### config.mk
export PLATFORM = sky130hd
export DESIGN_NAME = mem_stage_flat
export DESIGN_NICKNAME = d
export VERILOG_FILES = /design/src/rtl/mem_stage_pkg.sv /design/src/rtl/mem_stage_if.sv /design/src/rtl/mem_stage_load_align.sv /design/src/rtl/mem_stage.sv /design/src/flat_wrapper.sv
export SDC_FILE = /design/constraint.sdc
export NUM_CORES = 1
export LEC_CHECK = 0
export CAP_MARGIN = 20
export CELL_PAD_IN_SITES_DETAIL_PLACEMENT = 0
export CELL_PAD_IN_SITES_GLOBAL_PLACEMENT = 1
export CORE_UTILIZATION = 34
export DETAILED_ROUTE_END_ITERATION = 7
export PLACE_DENSITY = 0.9
export SLEW_MARGIN = 20
export SYNTH_ARGS = -nofsm -noshare
export SYNTH_HDL_FRONTEND = slang
export SYNTH_HIERARCHICAL = 1
export SYNTH_SLANG_ARGS = --single-unit
### constraint.sdc
create_clock -name clk -period 7.73 [get_ports clk]
set_input_delay 1.546 -clock clk [delete_from_list [all_inputs] [get_ports clk]]
set_output_delay 1.546 -clock clk [all_outputs]
set_load 0.02 [all_outputs]
### src/rtl/mem_stage_pkg.sv
// Shared CPU definitions for the memory stage: opcode/funct3 constants,
// FSM state encoding and the access-alignment helper.
package mem_stage_pkg;

    localparam logic [4:0] OP_LOAD   = 5'b00000;
    localparam logic [4:0] OP_STORE  = 5'b01000;
    localparam logic [4:0] OP_SYSTEM = 5'b11100;

    localparam logic [2:0] F3_B  = 3'b000;
    localparam logic [2:0] F3_H  = 3'b001;
    localparam logic [2:0] F3_W  = 3'b010;
    localparam logic [2:0] F3_BU = 3'b100;
    localparam logic [2:0] F3_HU = 3'b101;

    typedef enum logic [0:0] {
        ST_IDLE = 1'b0,
        ST_WAIT = 1'b1
    } state_e;

    // Halfwords need an even offset, words need offset zero; bytes never fault.
    function automatic logic is_misaligned(input logic [2:0] f3, input logic [1:0] off);
        logic mis;
        mis = 1'b0;
        case (f3[1:0])
            2'b01:   mis = off[0];
            2'b10:   mis = (off != 2'b00);
            default: mis = 1'b0;
        endcase
        return mis;
    endfunction

endpackage

### src/rtl/mem_stage_if.sv
// Data-memory port between the memory stage (master) and the memory (slave).
interface mem_stage_if;

    logic        dm_req;
    logic        dm_we;
    logic [31:0] dm_addr;
    logic [31:0] dm_wdata;
    logic [3:0]  dm_bweb;
    logic [31:0] dm_rdata;
    logic        dm_ready;

    modport master (
        output dm_req, dm_we, dm_addr, dm_wdata, dm_bweb,
        input  dm_rdata, dm_ready
    );

    modport slave (
        input  dm_req, dm_we, dm_addr, dm_wdata, dm_bweb,
        output dm_rdata, dm_ready
    );

endinterface

### src/rtl/mem_stage_load_align.sv
// Load data extraction: picks the addressed byte/halfword out of the read
// word and sign- or zero-extends it according to funct3.
module load_align
    import mem_stage_pkg::*;
(
    input  logic [31:0] rdata,
    input  logic [1:0]  off,
    input  logic [2:0]  f3,
    output logic [31:0] data
);

    logic [31:0] shifted_s;

    // Shift the addressed lane down to bit 0, then extend.
    always_comb begin
        shifted_s = rdata >> {off, 3'b000};
        case (f3)
            F3_B:    data = {{24{shifted_s[7]}}, shifted_s[7:0]};
            F3_H:    data = {{16{shifted_s[15]}}, shifted_s[15:0]};
            F3_W:    data = shifted_s;
            F3_BU:   data = {24'h000000, shifted_s[7:0]};
            F3_HU:   data = {16'h0000, shifted_s[15:0]};
            default: data = shifted_s;
        endcase
    end

endmodule

### src/rtl/mem_stage.sv
// Pipeline memory stage: issues loads/stores to data memory, stalls the
// pipeline while memory is busy and registers the writeback bundle.
module mem_stage
    import mem_stage_pkg::*;
(
    input  logic               clk,
    input  logic               rst,
    input  logic [31:0]        M_aluout,
    input  logic [31:0]        M_rs2,
    input  logic [31:0]        M_csr,
    input  logic [4:0]         M_op,
    input  logic [2:0]         M_f3,
    input  logic [4:0]         M_rd,
    input  logic               M_use_rd,
    mem_stage_if.master        dm,
    output logic [31:0]        W_wbdata,
    output logic [4:0]         W_rd,
    output logic               W_use_rd,
    output logic               W_valid,
    output logic               mem_stall,
    output logic               misalign
);

    state_e      state_q, state_d;
    logic        is_load_s, is_store_s, is_csr_s, mis_s, access_s, complete_s;
    logic [1:0]  off_s;
    logic [3:0]  st_bweb_s;
    logic [31:0] st_wdata_s, load_data_s;
    logic        iss_we_s;
    logic [31:0] iss_addr_s, iss_wdata_s;
    logic [3:0]  iss_bweb_s;
    logic        hold_we_q;
    logic [31:0] hold_addr_q, hold_wdata_q;
    logic [3:0]  hold_bweb_q;
    logic [31:0] W_wbdata_q, W_wbdata_d;
    logic [4:0]  W_rd_q, W_rd_d;
    logic        W_use_rd_q, W_use_rd_d, W_valid_q, W_valid_d;

    // Instruction decode and store lane formatting.
    always_comb begin
        is_load_s  = (M_op == OP_LOAD);
        is_store_s = (M_op == OP_STORE);
        is_csr_s   = (M_op == OP_SYSTEM) && (M_f3 != 3'b000);
        off_s      = M_aluout[1:0];
        mis_s      = (is_load_s || is_store_s) && is_misaligned(M_f3, off_s);
        access_s   = (is_load_s || is_store_s) && !mis_s;
        case (M_f3)
            F3_B: begin
                st_bweb_s  = 4'b0001 << off_s;
                st_wdata_s = {4{M_rs2[7:0]}};
            end
            F3_H: begin
                st_bweb_s  = 4'b0011 << off_s;
                st_wdata_s = {2{M_rs2[15:0]}};
            end
            F3_W: begin
                st_bweb_s  = 4'b1111;
                st_wdata_s = M_rs2;
            end
            default: begin
                st_bweb_s  = 4'b0000;
                st_wdata_s = M_rs2;
            end
        endcase
        iss_addr_s = {M_aluout[31:2], 2'b00};
        if (is_store_s) begin
            iss_we_s    = 1'b1;
            iss_bweb_s  = st_bweb_s;
            iss_wdata_s = st_wdata_s;
        end else begin
            iss_we_s    = 1'b0;
            iss_bweb_s  = 4'b0000;
            iss_wdata_s = 32'h0000_0000;
        end
    end

    load_align u_load_align (
        .rdata (dm.dm_rdata),
        .off   (off_s),
        .f3    (M_f3),
        .data  (load_data_s)
    );

    // FSM state register.
    always_ff @(posedge clk or posedge rst) begin
        if (rst) begin
            state_q <= ST_IDLE;
        end else begin
            state_q <= state_d;
        end
    end

    // FSM next-state logic.
    always_comb begin
        state_d = state_q;
        case (state_q)
            ST_IDLE: begin
                if (access_s && !dm.dm_ready) state_d = ST_WAIT;
                else                          state_d = ST_IDLE;
            end
            ST_WAIT: begin
                if (dm.dm_ready) state_d = ST_IDLE;
                else             state_d = ST_WAIT;
            end
            default: state_d = ST_IDLE;
        endcase
    end

    // Request fields captured at issue so the bus stays frozen while waiting.
    always_ff @(posedge clk or posedge rst) begin
        if (rst) begin
            hold_we_q    <= 1'b0;
            hold_addr_q  <= 32'h0000_0000;
            hold_wdata_q <= 32'h0000_0000;
            hold_bweb_q  <= 4'b0000;
        end else if (state_q == ST_IDLE) begin
            hold_we_q    <= iss_we_s;
            hold_addr_q  <= iss_addr_s;
            hold_wdata_q <= iss_wdata_s;
            hold_bweb_q  <= iss_bweb_s;
        end else begin
            hold_we_q    <= hold_we_q;
            hold_addr_q  <= hold_addr_q;
            hold_wdata_q <= hold_wdata_q;
            hold_bweb_q  <= hold_bweb_q;
        end
    end

    // FSM outputs; reset forces the bus and status quiet combinationally.
    always_comb begin
        dm.dm_req   = 1'b0;
        dm.dm_we    = 1'b0;
        dm.dm_addr  = iss_addr_s;
        dm.dm_wdata = 32'h0000_0000;
        dm.dm_bweb  = 4'b0000;
        mem_stall   = 1'b0;
        misalign    = 1'b0;
        complete_s  = 1'b0;
        if (rst) begin
            complete_s = 1'b0;
        end else begin
            case (state_q)
                ST_IDLE: begin
                    dm.dm_req   = access_s;
                    dm.dm_we    = access_s && iss_we_s;
                    dm.dm_wdata = access_s ? iss_wdata_s : 32'h0000_0000;
                    dm.dm_bweb  = access_s ? iss_bweb_s : 4'b0000;
                    mem_stall   = access_s && !dm.dm_ready;
                    misalign    = mis_s;
                    complete_s  = !(access_s && !dm.dm_ready);
                end
                ST_WAIT: begin
                    dm.dm_req   = 1'b1;
                    dm.dm_we    = hold_we_q;
                    dm.dm_addr  = hold_addr_q;
                    dm.dm_wdata = hold_wdata_q;
                    dm.dm_bweb  = hold_bweb_q;
                    mem_stall   = !dm.dm_ready;
                    complete_s  = dm.dm_ready;
                end
                default: complete_s = 1'b0;
            endcase
        end
    end

    // Writeback bundle: a retiring instruction on completion, a bubble otherwise.
    always_comb begin
        W_valid_d  = complete_s;
        W_use_rd_d = complete_s && M_use_rd && !is_store_s && !mis_s;
        W_rd_d     = M_rd;
        if (!complete_s)     W_wbdata_d = W_wbdata_q;
        else if (is_load_s)  W_wbdata_d = load_data_s;
        else if (is_csr_s)   W_wbdata_d = M_csr;
        else                 W_wbdata_d = M_aluout;
    end

    // Writeback pipeline register.
    always_ff @(posedge clk or posedge rst) begin
        if (rst) begin
            W_wbdata_q <= 32'h0000_0000;
            W_rd_q     <= 5'd0;
            W_use_rd_q <= 1'b0;
            W_valid_q  <= 1'b0;
        end else begin
            W_wbdata_q <= W_wbdata_d;
            W_rd_q     <= W_rd_d;
            W_use_rd_q <= W_use_rd_d;
            W_valid_q  <= W_valid_d;
        end
    end

    assign W_wbdata = W_wbdata_q;
    assign W_rd     = W_rd_q;
    assign W_use_rd = W_use_rd_q;
    assign W_valid  = W_valid_q;

endmodule

### src/flat_wrapper.sv
// flat-port wrapper written by rule: the top's interface ports become plain ports
module mem_stage_flat import mem_stage_pkg::*;
  (clk, rst, M_aluout, M_rs2, M_csr, M_op, M_f3, M_rd, M_use_rd, W_wbdata, W_rd, W_use_rd, W_valid, mem_stall, misalign, dm_dm_req, dm_dm_we, dm_dm_addr, dm_dm_wdata, dm_dm_bweb, dm_dm_rdata, dm_dm_ready);
  mem_stage_if dm_i ();
  input  logic clk;
  input  logic rst;
  input  logic [31:0] M_aluout;
  input  logic [31:0] M_rs2;
  input  logic [31:0] M_csr;
  input  logic [4:0] M_op;
  input  logic [2:0] M_f3;
  input  logic [4:0] M_rd;
  input  logic M_use_rd;
  output logic [31:0] W_wbdata;
  output logic [4:0] W_rd;
  output logic W_use_rd;
  output logic W_valid;
  output logic mem_stall;
  output logic misalign;
  output wire logic [$bits(dm_i.dm_req)-1:0] dm_dm_req;
  output wire logic [$bits(dm_i.dm_we)-1:0] dm_dm_we;
  output wire logic [$bits(dm_i.dm_addr)-1:0] dm_dm_addr;
  output wire logic [$bits(dm_i.dm_wdata)-1:0] dm_dm_wdata;
  output wire logic [$bits(dm_i.dm_bweb)-1:0] dm_dm_bweb;
  input wire logic [$bits(dm_i.dm_rdata)-1:0] dm_dm_rdata;
  input wire logic [$bits(dm_i.dm_ready)-1:0] dm_dm_ready;
  assign dm_dm_req = dm_i.dm_req;
  assign dm_dm_we = dm_i.dm_we;
  assign dm_dm_addr = dm_i.dm_addr;
  assign dm_dm_wdata = dm_i.dm_wdata;
  assign dm_dm_bweb = dm_i.dm_bweb;
  assign dm_i.dm_rdata = dm_dm_rdata;
  assign dm_i.dm_ready = dm_dm_ready;
  mem_stage u_core (.clk(clk), .rst(rst), .M_aluout(M_aluout), .M_rs2(M_rs2), .M_csr(M_csr), .M_op(M_op), .M_f3(M_f3), .M_rd(M_rd), .M_use_rd(M_use_rd), .dm(dm_i), .W_wbdata(W_wbdata), .W_rd(W_rd), .W_use_rd(W_use_rd), .W_valid(W_valid), .mem_stall(mem_stall), .misalign(misalign));
endmodule
# --- Word level (Yosys, flattened, before mapping) ---
# Index checks and enable logic that the tools add are counted.
# Widths: inputs -> output; s select.
totals:
  register_bits: 109
  out_inout_bits: 111
op_classes:
  n_eq_ne: 8
  n_shift: 3
  n_mux: 30
  bitwise: 1
  reduce_logical: 17
op_table:
  columns: ["cell", "n"]
  rows:
  - ["$mux 32", 7]
  - ["$pmux 32 s2", 2]
  - ["$pmux 32 s4", 1]
  - ["$shr 32x5->32", 1]
  - ["$mux 4", 3]
  - ["$pmux 1 s2", 6]
  - ["$pmux 4 s3", 1]
  - ["$mux 1", 9]
  - ["$logic_and 1x1->1", 8]
  - ["$pmux 4 s2", 1]
  - ["$eq 3x3->1 const B", 2]
  - ["$eq 5x4->1 const B", 1]
  - ["$eq 5x5->1 const B", 1]
  - ["$logic_not 5->1", 1]
  - ["$logic_not 1->1", 4]
  - ["$shl 1x2->4 const A", 1]
  - ["$shl 2x2->4 const A", 1]
  - ["$eq 3x1->1 const B", 1]
  - ["$eq 3x2->1 const B", 1]
  - ["$logic_not 3->1", 1]
  - ["$reduce_bool 3->1", 1]
  - ["$eq 2x1->1 const B", 1]
  - ["$eq 2x2->1 const B", 1]
  - ["$reduce_bool 2->1", 1]
  - ["other kinds (2)", 2]

# --- Logic depth before layout (Yosys ltp) ---
logic_depth:
  word_depth: 12
  ltp_mapped: 9

# --- Hierarchy ---
# The synthesis kept the hierarchy.
modules_own_cells:
  columns: ["mod", "instances", "cells_per_inst", "area_each_um2", "seq_area_each_um2"]
  rows:
  - ["mem_stage", 1, 627, 6299.8, 2727.6]
  - ["load_align", 1, 107, 694.4, 0.0]

# --- Worst setup path after synthesis ---
# No wires, ideal clock.
synth_timing:
  path_type: "input port to output port"
  from: "in rst"
  to: "out dm_dm_addr[24]"
  t_arrival_ns: 5.971
  required_ns: 6.184
  setup_slack_ns: 0.213
  stages: 4
  path_buffers: 2
  path_cell_list: "clkbuf_1 clkinv_1 clkbuf_1 mux2_2"
synth_between:
  elab_chain_cells: 1
synth_rtl:
  columns: ["item", "line_no", "source"]
  rows:
  - ["start: declaration", "flat_wrapper.sv:6", "input logic rst;"]
  - ["$mux 32", "mem_stage.sv:139", "if (rst) begin"]
  - ["end: declaration", "flat_wrapper.sv:22", "output wire logic [$bits(dm_i.dm_addr)-1:0] dm_dm_addr;"]
# Every way passes these cells.

# --- Final worst setup path ---
layout_timing:
  from: "in M_f3[1]"
  to: "out dm_dm_wdata[11]"
layout_between:
  elab_chain_cells: 8
  word_cells_on_any_way: 13
  classes_between: "3 x eq/ne; 6 x mux; 4 x reduce/logical"
layout_rtl:
  columns: ["item", "line_no", "source"]
  rows:
  - ["start: declaration", "flat_wrapper.sv:11", "input logic [2:0] M_f3;"]
  - ["$eq 2x2->1 or $eq 2x1->1 (tied branches)", "mem_stage_pkg.sv:24", "case (f3[1:0])"]
  - ["$pmux 1 s2", "mem_stage_pkg.sv:24", null]
  - ["$logic_and 1x1->1", "mem_stage.sv:45", "mis_s = (is_load_s || is_store_s) && is_misaligned(M_f3, off_s);"]
  - ["$logic_not 1->1", "mem_stage.sv:46", "access_s = (is_load_s || is_store_s) && !mis_s;"]
  - ["$logic_and 1x1->1", "mem_stage.sv:46", null]
  - ["$mux 32 *", "mem_stage.sv:146", "dm.dm_wdata = access_s ? iss_wdata_s : 32'h0000_0000;"]
  - ["$pmux 32 s2 *", "mem_stage.sv:142", "case (state_q)"]
  - ["$mux 32 *", "mem_stage.sv:139", null]
  - ["end: declaration", "flat_wrapper.sv:23", "output wire logic [$bits(dm_i.dm_wdata)-1:0] dm_dm_wdata;"]
# Every way passes the cells marked *; elsewhere a longest branch is shown, timed or not.

==> run_results.csv <==
group,metric,value,unit
global_route,number_of_global_route_vias_before_repair,6673,
global_route,pin_count_of_the_biggest_net_entering_global_routing,102,
global_route,globalRouteOverflowTotal,0,
logic_synthesis,synth_async_sr_flop_share,100.0,%
logic_synthesis,ys_ff_latch,109,
placed_design,place.gp.congestion,0.8764,
critical_path,reg2regPathDepth,5,
clock_network,clock-sinks,109,
detailed_routing,drt_first_pass_iters,6,
critical_path,timing.critical_path.cells,"clkdlybuf4s50_1 -> inv_1 -> ha_1 -> nand2_1 -> a21bo_2 -> nand2_2 -> a211oi_1 -> clkdlybuf4s50_1",
final_layout,area.growth.synth_to_final,43.26,%
global_route,grt_antenna_before_repair,0,
sta,grt_setup_unrepaired,"false",
logic_synthesis,syn_area,6994,µm²
floorplan,boundaryPins,256,
logic_synthesis,ys_seq_area_share,39.00,%
sta,accumulated_negative_setup_slack,0,ns
floorplan,die_area,21150,µm²
final_layout,layout.nets,1094,
logic_synthesis,synth_warnings,6,
run,cap_violations,0,
detailed_routing,wire_per_inst,20.29,µm
placed_design,port_buffers,255,
hold_path,timing.hold.worst.start,"u_core/hold_wdata_q[30]$_DFFE_PP0N_",
final_layout,postLayoutCellArea,10020,µm²
critical_path,crit_top_cell,"clkdlybuf4s50_1",
logic_synthesis,synth_cells,734,
detailed_routing,drt_wl_total,24.77,mm
critical_path,rr_endpoint,"u_core/hold_bweb_q[2]$_DFFE_PP0N_",
final_layout,post_layout_nonfiller_instances,1221,
logic_synthesis,synth-edff-count,0,
final_layout,mostFrequentLayoutCells,"253 x clkdlybuf4s50_1, 108 x dfrtp_1, 88 x mux2_2",
clock_network,number_of_h_tree_levels,3,
sta,period_share,80.50,%
final_layout,insertedDiodeCount,0,
power_and_ir_drop,vdd_ir_drop_max,104.8,µV
clock_network,ctsResizeCount,0,
power_and_ir_drop,post-layout-total-power,1.509,mW
power_and_ir_drop,leakagePower,4.087,nW
logic_synthesis,avgSynthCellArea,9.529,µm²
global_route,groute.usage.overall,23.19,%
detailed_routing,post-route-drc-count,0,
sta,final.min_clock_period,6.223,ns
sta,skew,0.01060,ns
power_and_ir_drop,power-per-cell-area,150.6,nW/µm²
final_layout,fillerInstances,1905,
critical_path,cp-start-kind,"primary input",
critical_path,timing.setup.critical_path_class,"in -> out",
hold_path,holdCritPathClass,"reg -> reg",
sta,relative_max_transition_margin,29.12,%
clock_network,cts_buffer_count,9,
critical_path,worst_path_max_delay_cell,"clkdlybuf4s50_1",
critical_path,crit_fanout,28,
global_route,met1_usage,30.63,%
global_route,use_met3,5.643,%
global_route,globalRoute.busiestLayer,"met2",
global_route,global_route_wire_length_before_repair,38.27,mm
hold_path,min_path_cells,2,
critical_path,critPathMaxStageDelay,0.68,ns
sta,timing_max_transition_violations_final,0,
status,status,"finished, final reports clean",
sta,finalHoldWorstSlack,0.4697,ns
hold_path,hold_endpoint,"u_core/hold_wdata_q[30]$_DFFE_PP0N_",
clock_network,cts.root.buffer_cell,"clkbuf_16",
detailed_routing,detailedRoute.firstIterationViolations,422,
clock_network,clkTransAtPathRegs,0.07,ns
clock_network,cts_hold_buffers,0,
critical_path,critPathCaptureType,"primary output",
clock_network,clk_latency,0.37,ns
final_layout,layout_commonest_cell,"clkdlybuf4s50_1",
critical_path,crit_start,"M_f3[1]",
floorplan,row_count,52,
floorplan,core_footprint,20170,µm²
sta,timing.final.setup_violations,0,
logic_synthesis,synth.net_count,882,
detailed_routing,via_count,6779,
critical_path,worstPathRequired,6.18,ns
floorplan,initial_utilization,34.68,%
critical_path,register_to_register_setup_slack,5.49,ns
floorplan,die_h,145.4,µm
critical_path,timing.critical_path.arrival,4.68,ns
placed_design,placed_cells,1203,
placed_design,post-dp-hpwl,17.67,mm
logic_synthesis,yosysUniqueCellTypes,49,
final_layout,final_layout_size_suffix_gt1_share,15.67,%
clock_network,clock_path_buffers,2,
critical_path,regToRegStartpoint,"u_core/state_q$_DFF_PP0_",
sta,worst_slew_pin_slew,1.062,ns
detailed_routing,postRouteAntennaNets,0,
clock_network,cts_tree,"built",
sta,hold_violations,0,
logic_synthesis,synth_ff_type,"dfrtp_1",
sta,max_freq,0.1607,GHz
clock_network,post_cts_buffers,0,
floorplan,width_of_the_die,145.4,µm
detailed_routing,avgViaCountPerCell,5.552,
placed_design,placedInstanceArea,9711,µm²
global_route,gr-usage-met2,37.12,%
-- area by class of cell --
type	count	area, µm²	area share (%)
inverters	35	136.4	1.361
clock inverters	7	58.81	0.5869
well taps	270	337.8	3.372
multi-input cells	516	3832	38.25
flip-flops and latches	109	2729	27.24
clock buffers	9	225.2	2.248
repair buffers	275	2700	26.95
-- power by group --
group	switching (mW)	internal [mW]	leakage, nW
clock	0.236	0.224	0.138
sequential	0.0182	0.607	1.36
combinational	0.212	0.212	2.59
-- critical path: cells and delay by family --
kind / cells / cell delay (ns)
adder cells (fa/ha/maj): 1 / 0.36
AO/OA/AOI/OAI: 2 / 0.77
buffers and inverters: 3 / 1.41
AND/OR/NAND/NOR: 2 / 0.57
-- how the worst max path moves through the flow --
stage	slack (ns)	endpoint
after detailed placement	1.20	dm_dm_wdata[11]
final	1.51	dm_dm_wdata[11]
after CTS	1.16	dm_dm_wdata[11]
after global placement	1.33	dm_dm_wdata[5]
after global routing	1.32	dm_dm_wdata[13]
after floorplan	0.21	dm_dm_addr[24]
-- logic make-up after synthesis --
family | after synthesis | synth area share, %
xor gates and xnor gates | 1 | 0.1252
and+or+nand+nor | 196 | 14.11
adders and majority gates | 3 | 0.5367
muxes | 120 | 18.82
AOI/OAI and AO/OA | 196 | 20.75
DFF | 109 | 39.00
buffers and inverters | 109 | 6.655
-- metrics by stage --
stage	utilization [%]	setup WS, ns
after floorplan	-	0.2131
after global placement	48.15	1.326
after detailed placement	48.15	1.201
after CTS	49.55	1.157
after global routing	49.68	1.321
final	49.68	1.507
-- synthesized netlist by cell type, drive strengths merged (2+ instances only) --
library cell  instances  area share [%]
clkbuf               49             2.6
o2bb2ai               8             1.0
o31a                  2            0.25
a21boi               11             1.4
a211oi               42             4.7
nor3                 33             2.4
nand2b                5            0.55
buf                  25             2.1
a22oi                16             1.7
mux2i                28             4.0
nor2                 21             1.2
nand3b                2            0.21
nand2                73             3.9
o31ai                34             3.6
mux2                 92              15
o21a                 17             1.8
nand4                40             3.6
ha                    3            0.54
a221oi                2            0.50
inv                  34             1.8
and2                  4            0.36
nor4                  2            0.18
a21oi                18             1.3
nor2b                11            0.98
o21ai                 9            0.75
dfrtp               109              39
a31oi                32             2.9
-- routing by layer --
layer,share of wire (%),vias to the layer above
met1,43,3276
met3,8.5,36
met4,2.4,0
met2,46,319
met5,0,-
li1,-,3148
-- registers in the layout, summed over array words and instances, names as in the netlist --
signal	flops
u_core/W_wbdata	32
u_core/W_use_rd	1
u_core/hold_addr_q	32
u_core/hold_wdata_q	32
u_core/hold_bweb_q	4
u_core/W_rd	5
u_core/state_q	1
u_core/W_valid	1
u_core/hold_we_q	1
No activity file was read; power rests on OpenSTA's default activity.
